==> config.mk <==
export PLATFORM = sky130hd
export DESIGN_NAME = uart_tx_arbiter
export DESIGN_NICKNAME = d
export VERILOG_FILES = /design/src/rtl/uart_tx_arbiter.sv
export SDC_FILE = /design/constraint.sdc
export NUM_CORES = 1
export LEC_CHECK = 0
export CELL_PAD_IN_SITES_DETAIL_PLACEMENT = 0
export CELL_PAD_IN_SITES_GLOBAL_PLACEMENT = 1
export CORE_AREA = 2 2 64 66
export CTS_BUF_LIST = sky130_fd_sc_hd__clkbuf_2 sky130_fd_sc_hd__clkbuf_4 sky130_fd_sc_hd__clkbuf_8
export CTS_CLUSTER_SIZE = 20
export DETAILED_ROUTE_END_ITERATION = 8
export DIE_AREA = 0 0 66 68
export GPL_TIMING_DRIVEN = 0
export MAX_ROUTING_LAYER = met4
export PLACE_DENSITY_LB_ADDON = 0.08
export RECOVER_POWER = 25
export SETUP_SLACK_MARGIN = 0.5
export SYNTH_ARGS = -nofsm -noshare
export SYNTH_HDL_FRONTEND = slang
export SYNTH_SLANG_ARGS = --single-unit
export TNS_END_PERCENT = 30
==> constraint.sdc <==
create_clock -name i_clk -period 2.5 [get_ports i_clk]
set_clock_uncertainty 0.1 [all_clocks]
set_input_delay 0.25 -clock i_clk [delete_from_list [all_inputs] [get_ports i_clk]]
set_output_delay 0.25 -clock i_clk [all_outputs]
set_load 0.005 [all_outputs]
==> src/rtl/uart_tx_arbiter.sv <==
// ---------------------------------------------------------------------------
// uart_tx_arbiter
//
// Round-robin scheduler that shares one UART_TX transmitter between NREQ
// byte-producing requesters. One byte at a time is accepted over a
// valid/ready handshake. The byte is presented on o_d_in with a one-cycle
// o_tx_start pulse. The arbiter then waits for i_tx_done before it grants
// the next requester.
//
// Parameters:
//   NREQ    - number of requesters (2..8)
//   TIMEOUT - WAIT-state watchdog limit in i_clk cycles (watchdog build only)
//
// Ports:
//   i_clk        - single clock; all state updates on the rising edge
//   i_resetn     - asynchronous, active-low reset
//   i_req_valid  - [NREQ]   requester i has a byte pending
//   i_req_data   - [8*NREQ] requester i's byte on bits [8i+7:8i]
//   o_req_ready  - [NREQ]   one-hot grant; byte i is accepted when valid&ready
//   o_tx_start   - one-cycle start pulse to UART_TX
//   o_d_in       - [8] registered byte to UART_TX, held until i_tx_done
//   i_tx_done    - frame-complete pulse from UART_TX
//   o_busy       - high while a frame is being started or transmitted
//   o_grant_id   - [$clog2(NREQ)] index of the requester being served
//   o_wdog_err   - one-cycle pulse when the watchdog aborts a frame
//
// Optional feature:
//   Define UART_TX_ARB_WDOG_EN to enable the WAIT-state watchdog. Without the
//   macro, o_wdog_err is tied low and WAIT lasts until i_tx_done.
// ---------------------------------------------------------------------------
module uart_tx_arbiter #(
    parameter int unsigned NREQ    = 4,
    parameter logic [31:0] TIMEOUT = 32'd65536
) (
    input  logic                    i_clk,
    input  logic                    i_resetn,
    input  logic [NREQ-1:0]         i_req_valid,
    input  logic [8*NREQ-1:0]       i_req_data,
    output logic [NREQ-1:0]         o_req_ready,
    output logic                    o_tx_start,
    output logic [7:0]              o_d_in,
    input  logic                    i_tx_done,
    output logic                    o_busy,
    output logic [$clog2(NREQ)-1:0] o_grant_id,
    output logic                    o_wdog_err
);

    localparam int IDW = $clog2(NREQ);

    typedef enum logic [1:0] {
        S_IDLE  = 2'd0,
        S_START = 2'd1,
        S_WAIT  = 2'd2
    } state_t;

    state_t          r_state;
    state_t          w_state_nxt;
    logic [IDW-1:0]  r_last;
    logic [IDW-1:0]  r_grant_id;
    logic [7:0]      r_d_in;
    logic [IDW-1:0]  w_pick;
    logic            w_found;
    logic [NREQ-1:0] w_onehot;
    logic [7:0]      w_pick_data;
    logic            w_accept;
    logic            w_wdog_err;

    // Round-robin search: the requester after the last one served has the
    // highest priority, wrapping around modulo NREQ.
    always_comb begin : p_pick
        int unsigned idx;
        idx      = 0;
        w_found  = 1'b0;
        w_pick   = '0;
        w_onehot = '0;
        for (int unsigned k = 1; k <= NREQ; k++) begin
            idx = (32'(r_last) + k) % NREQ;
            if (!w_found && i_req_valid[IDW'(idx)]) begin
                w_found = 1'b1;
                w_pick  = IDW'(idx);
            end
        end
        if (w_found) begin
            w_onehot[w_pick] = 1'b1;
        end
    end

    assign w_pick_data = i_req_data[8*w_pick +: 8];
    assign w_accept    = (r_state == S_IDLE) && w_found;

    // Ready is only offered from IDLE. It is also gated by the reset input,
    // so it is low while reset is asserted, not only after the first edge.
    assign o_req_ready = ((r_state == S_IDLE) ? w_onehot : '0) & {NREQ{i_resetn}};

    // Next-state logic. tx_done only has an effect in WAIT.
    always_comb begin
        w_state_nxt = r_state;
        case (r_state)
            S_IDLE: begin
                if (w_found) begin
                    w_state_nxt = S_START;
                end
            end
            S_START: begin
                w_state_nxt = S_WAIT;
            end
            S_WAIT: begin
                if (i_tx_done || w_wdog_err) begin
                    w_state_nxt = S_IDLE;
                end
            end
            default: begin
                w_state_nxt = S_IDLE;
            end
        endcase
    end

    // State register. On acceptance, capture the byte and the winner index.
    // r_last and r_grant_id differ only in their reset values: r_last starts
    // at NREQ-1 so that requester 0 wins the first arbitration.
    always_ff @(posedge i_clk or negedge i_resetn) begin
        if (!i_resetn) begin
            r_state    <= S_IDLE;
            r_last     <= IDW'(NREQ - 1);
            r_grant_id <= '0;
            r_d_in     <= 8'h00;
        end else begin
            r_state <= w_state_nxt;
            if (w_accept) begin
                r_last     <= w_pick;
                r_grant_id <= w_pick;
                r_d_in     <= w_pick_data;
            end
        end
    end

`ifdef UART_TX_ARB_WDOG_EN
    localparam int CW = $clog2({1'b0, TIMEOUT} + 33'd1);

    logic [CW-1:0] r_wdog_cnt;

    // The counter is cleared in START, so it reads 0 in the first WAIT cycle
    // and reads k in the k-th cycle after WAIT entry. A tx_done that arrives
    // in the limit cycle wins over the abort.
    always_ff @(posedge i_clk or negedge i_resetn) begin
        if (!i_resetn) begin
            r_wdog_cnt <= '0;
        end else if (r_state == S_START) begin
            r_wdog_cnt <= '0;
        end else if (r_state == S_WAIT) begin
            r_wdog_cnt <= r_wdog_cnt + CW'(1);
        end
    end

    assign w_wdog_err = (r_state == S_WAIT) && !i_tx_done &&
                        (r_wdog_cnt == CW'(TIMEOUT));
`else
    assign w_wdog_err = 1'b0;
`endif

    assign o_tx_start = (r_state == S_START);
    assign o_busy     = (r_state != S_IDLE);
    assign o_d_in     = r_d_in;
    assign o_grant_id = r_grant_id;
    assign o_wdog_err = w_wdog_err;

endmodule

### Yosys cells after proc, flatten, opt, wreduce, memory -nomap -nowiden

Index checks and enable logic that the tools add are counted.

| operators by class | value |
|---|---|
| add/sub/neg operators | 4 |
| multipliers | 0 |
| divide/modulo/power cells | 0 |
| magnitude comparators | 6 |
| equality and inequality tests | 4 |
| shift operators | 1 |
| mux-type cells | 23 |
| bitwise gates (word level) | 1 |
| reduce and logical (&&, ||, !) cells | 11 |

Operators with widths:

| kind | number |
|---|---|
| $shiftx 32x6->8 | 1 |
| $lt 2x3->1 const B | 5 |
| $mux 2 | 6 |
| $mux 1 | 9 |
| $bmux 1 s2 | 4 |
| $mux 4 | 2 |
| $pmux 2 s3 | 1 |
| $logic_and 1x1->1 | 5 |
| $add 2x1->2 const B | 2 |
| $add 2x2->2 const B | 2 |
| $and 4x4->4 | 1 |
| $ne 2x2->1 const B | 2 |
| $logic_not 1->1 | 3 |
| $demux 1 s2 | 1 |
| $eq 2x1->1 const B | 1 |
| $eq 2x2->1 const B | 1 |
| $ge 2x1->1 const B | 1 |
| $logic_not 2->1 | 1 |
| $reduce_and 2->1 | 1 |
| $reduce_bool 2->1 | 1 |

| storage, ports and cells | value |
|---|---|
| register bits after elaboration | 14 |
| bits in latches | 0 |
| memory bits (writable) | 0 |
| bits in read-only memories | 0 |
| input bits | 39 |
| output and inout bits | 17 |
| word-level logic and storage cells | 54 |
| memories kept | 0 |

### Logic depth before layout (Yosys ltp)

| logic depth | value |
|---|---|
| depth after elaboration | 20 |
| mapped depth | 8 |
| mapped depth without buffers | 5 |

### Worst setup path before layout

Ideal clock, no wire load.

| timing path | value |
|---|---|
| path type | register -> output |
| from | reg r_last[1] |
| to | out o_req_ready[2] |
| arrival | 1.580 ns |
| required time | 2.150 ns |
| setup slack | 0.570 ns |
| cell stages (with the launch flop) | 7 |
| buffers on the path | 2 |
| path through | dfstp_2 buf_4 nand2_2 a311o_1 buf_6 or2_2 nor2_1 |

| on the way | value |
|---|---|
| longest elaborated chain between the ends | 20 |
| elaborated cells between the ends (all ways) | 34 |
| those cells by class | add/sub (4); order compare (2); mux (20); bitwise (1); reduce/logical (7) |

Ends and longest elaborated chain:

| what | RTL line | text |
|---|---|---|
| start, declared | 58 | `logic [IDW-1:0] r_last;` |
| start signal, assigned | 124 | `r_last <= IDW'(NREQ - 1);` |
| start signal, assigned | 130 | `r_last <= w_pick;` |
| $add 2x1->2 | 77 | `idx = (32'(r_last) + k) % NREQ;` |
| $bmux 1 s2 | 78 | `if (!w_found && i_req_valid[IDW'(idx)]) begin` |
| $mux 1 (not written as such) | 78 |  |
| $mux 1 | 78 |  |
| $logic_not 1->1 | 78 |  |
| $logic_and 1x1->1 | 78 |  |
| $mux 1 | 78 |  |
| $logic_not 1->1 | 78 |  |
| [... 4 more ...] | -- |  |
| $mux 2 | 78 |  |
| $lt 2x3->1 (not written as such) / $ge 2x1->1 (equally long branches) | 84 | `w_onehot[w_pick] = 1'b1;` |
| $logic_and 1x1->1 (not written as such) | 84 |  |
| $mux 1 (not written as such) | 84 |  |
| $demux 1 s2 | 84 |  |
| $mux 4 (*) | 83 | `if (w_found) begin` |
| $mux 4 (*) | 93 | `assign o_req_ready = ((r_state == S_IDLE) ? w_onehot : '0) & {NREQ{i_resetn}};` |
| $and 4x4->4 (*) | 93 |  |
| end, declared | 39 | `output logic [NREQ-1:0] o_req_ready,` |

Every way passes the cells marked *; elsewhere a longest branch is shown, timed or not. The select of a mux whose other input is x is not followed.

### Final worst setup path

| timing path | value |
|---|---|
| from | reg r_last[1] |
| to | out o_req_ready[3] |

Same word-level chain as after synthesis.

==> results.ini <==
[clock_tree]
cts_buffers = 3
cts_sinks = 14
cts_tree = yes
cts_buffer_depth = 2
htree_levels = 1
cts_root_buf = clkbuf_8
path_clk_slew_ns = 0.06
worstSkewPairLatency_ns = 0.25

[power_and_ir_drop]
vdd_drop_max_mv = 0.335
p_int_uw = 1170
switching_power_uw = 688
pwr_density_cell_nw_per_um2 = 1020
total_power_uw = 1850
leakagePower_uw = 0.000781
p_comb_frac = 0.652
p_seq_frac = 0.228
switching_share = 0.371
pwr-share-clk = 0.120

[worst_hold_path]
worstHoldStart = o_grant_id[1]
whs_path_depth = 2
min_to = o_grant_id[1]
hold_path_class = reg -> reg

[sta]
finalHoldViolCount = 0
period_needed_ns = 2.23
slew_headroom = 0.467
max_clock_freq_ghz = 0.448
maxSlewViolCount = 0
setup_viol_count_final = 0
hold_slack_ns = 0.370
final.period_utilization = 0.893
worst_slew_pin_slew_ns = 0.796
rsz0062_at_grt = yes

[drt]
drt.antenna.violating_nets = 0
vias_per_cell = 4.61
drc_errors = 0
drt_iter0_drc = 20
drt_first_pass_iters = 4
routed_wirelength_um = 3220
post_drt_wl_per_cell_um = 14.0
num_vias = 1060

[floorplanning]
dieArea_um2 = 4490
die_w_um = 66
num_rows = 23
fp.dieH_um = 68
core_area_um2 = 3860
num_io_pins = 56
start_util = 0.266

[cells_and_area]
drive_gt1_frac = 0.261
diodes = 0
nFillCells = 401
syn2layout_area_growth_pct = 76.7
nNetsFinal = 220
fin_area_um2 = 1810

[logic_synthesis]
synth_top_area_cell = dfrtp_1
yosysMostFrequentCell = mux2i_1
yosysWarnings = 0
synth_top_area_share = 0.293
synth-seq-area-share = 0.344
synth_common_cells = mux2i_1 (17), nand2_1 (14), dfrtp_1 (12), nor3b_1 (12), o211ai_1 (8)
avgSynthCellArea_um2 = 9.33
synth_flop_cell = dfrtp_1
syn_inst = 110
synth_edf_count = 0
synthTopCellsByArea = dfrtp_1 (29%), mux2i_1 (17%), nor3b_1 (8.8%)
syn_area_um2 = 1030
synth.net_count = 149
async_reset_ff_frac = 1.00
synth_cell_types = 28
ys_ff_latch = 14

[grt]
grt-ovfl-total = 0
grt_pass1_vias = 1040
grt_antenna_before_repair = 0
grt_first_pass_wirelength_um = 4830
gr-usage-all-layers = 0.150
grt_max_degree = 17

[critical_path]
crit_path_end_kind = output pin
reg2reg_to = o_d_in[6]
worstSetupPathType = reg -> out
rr_worst_depth = 10
arrival_ns = 1.88
crit_required_ns = 2.15
startpoint_type = register
regToRegStartpoint = r_last[1]
ff2ff_setup_slack_ns = 0.38
path_max_fanout = 5

[placement]
post-dp-hpwl_um = 2310
place_area_um2 = 1630
io_buffer_count = 54
gp_congestion = 0.729

[job]
maxCapViolations = 0

[outcome]
status = completed

## worst max path at each step
stage | start | slack, ns | cells past startpoint | to
floorplan | r_last[1] | 0.57 | 6 | o_req_ready[2]
global placement | i_req_valid[3] | -0.26 | 6 | o_req_ready[1]
detailed placement | i_req_valid[3] | -0.29 | 6 | o_req_ready[1]
CTS | r_last[1] | 0.26 | 9 | o_req_ready[3]
global route | r_last[1] | 0.17 | 7 | o_req_ready[3]
finish | r_last[1] | 0.27 | 7 | o_req_ready[3]
## final cells by class
class	instances	area (um2)	share of cell area
buffer	8	72.6	0.0400
clock buffer	4	55.1	0.0304
inverter	4	15.0	0.00828
multi-input combinational	84	644	0.355
sequential	14	353	0.195
tap	50	62.6	0.0345
timing repair buffer	66	611	0.337
## worst max-delay path: stages, from the launching register on
cell     delay (ns)
dfstp_2        0.52
buf_6          0.11
nand2_2        0.06
a311o_1        0.34
buf_6          0.13
or2_4          0.25
nor2_4         0.10
buf_2          0.12
## power groups by stage
stage / clock (uW) / combinational [uW] / sequential (uW)
4_1_cts: 230 / 1190 / 424
3_3_place_gp: 0 / 1010 / 425
3_5_place_dp: 0 / 1020 / 426
6_report: 223 / 1210 / 423
5_1_grt: 242 / 1320 / 440
2_1_floorplan: 0 / 600 / 422
## cell families (layout without fill, tap and decap cells)
| logic type | count (synthesis) | after routing | share of synthesized area |
|---|---|---|---|
| buffers and inverters | 12 | 82 | 0.0731 |
| muxes | 17 | 17 | 0.166 |
| DFF | 14 | 14 | 0.344 |
| AOI/OAI and AO/OA | 18 | 18 | 0.124 |
| and+or+nand+nor | 48 | 48 | 0.289 |
| other | 1 | 1 | 0.00366 |
## placed cells by master (no fill, tap or decap)
| cell type | synthesis | final |
|---|---|---|
| o21ai_4 | 0 | 2 |
| clkbuf_1 | 1 | 1 |
| dfrtp_1 | 12 | 12 |
| clkdlybuf4s50_1 | 0 | 49 |
| nand2b_4 | 0 | 1 |
| a31o_2 | 2 | 2 |
| nor2b_1 | 2 | 2 |
| or2_4 | 1 | 2 |
| nand2_1 | 14 | 13 |
| inv_1 | 4 | 4 |
| dlygate4sd3_1 | 0 | 1 |
| nand3_1 | 1 | 1 |
| and2b_1 | 1 | 1 |
| nor3b_1 | 12 | 12 |
| or2_2 | 2 | 1 |
| o211ai_1 | 8 | 8 |
| buf_4 | 2 | 14 |
| clkbuf_8 | 0 | 4 |
| dfstp_2 | 2 | 2 |
| o21ai_2 | 1 | 1 |
| buf_2 | 3 | 5 |
| buf_8 | 1 | 1 |
| nor2_1 | 7 | 6 |
| a21oi_1 | 3 | 2 |
| nand2b_1 | 2 | 1 |
| nor3b_2 | 5 | 5 |
| a311o_1 | 1 | 1 |
| mux2i_1 | 17 | 17 |
| nor2_4 | 0 | 1 |
| a21oi_2 | 0 | 1 |
| conb_1 | 1 | 1 |
| buf_6 | 1 | 3 |
| o22ai_1 | 1 | 1 |
| nand2_2 | 1 | 2 |
## stage by stage
stage / TNS, ns / utilization / std cells / setup WS [ns]
final: 0 / 0.470 / 230 / 0.269
after global placement: -0.895 / 0.422 / 214 / -0.259
after global routing: 0 / 0.470 / 230 / 0.174
after floorplan: 0 / - / 110 / 0.570
after detailed placement: -0.961 / 0.422 / 214 / -0.291
after CTS: 0 / 0.464 / 228 / 0.260
## state kept, by name (all words and copies together), names as in the netlist
register / flops
r_last: 2
r_state: 2
o_grant_id: 2
o_d_in: 8
## layer usage
layer | vias to the layer above | GRT usage | wire (um) | part of all wire
met4 | 0 | 0.0306 | 14 | 0.0044
met3 | 2 | 0.0296 | 139 | 0.043
met2 | 33 | 0.301 | 1810 | 0.56
met5 | - | - | 0 | 0
li1 | 525 | - | - | -
met1 | 500 | 0.152 | 1260 | 0.39
## what timing repair did
action	4_1_cts	5_1_grt
endpoints found under the hold margin	0	0
resized for setup	28	2
endpoints found under the setup margin	12	12
pin swaps	10	3
setup buffers	10	2
hold buffers	0	0
Power figures use the tool's default switching activity.
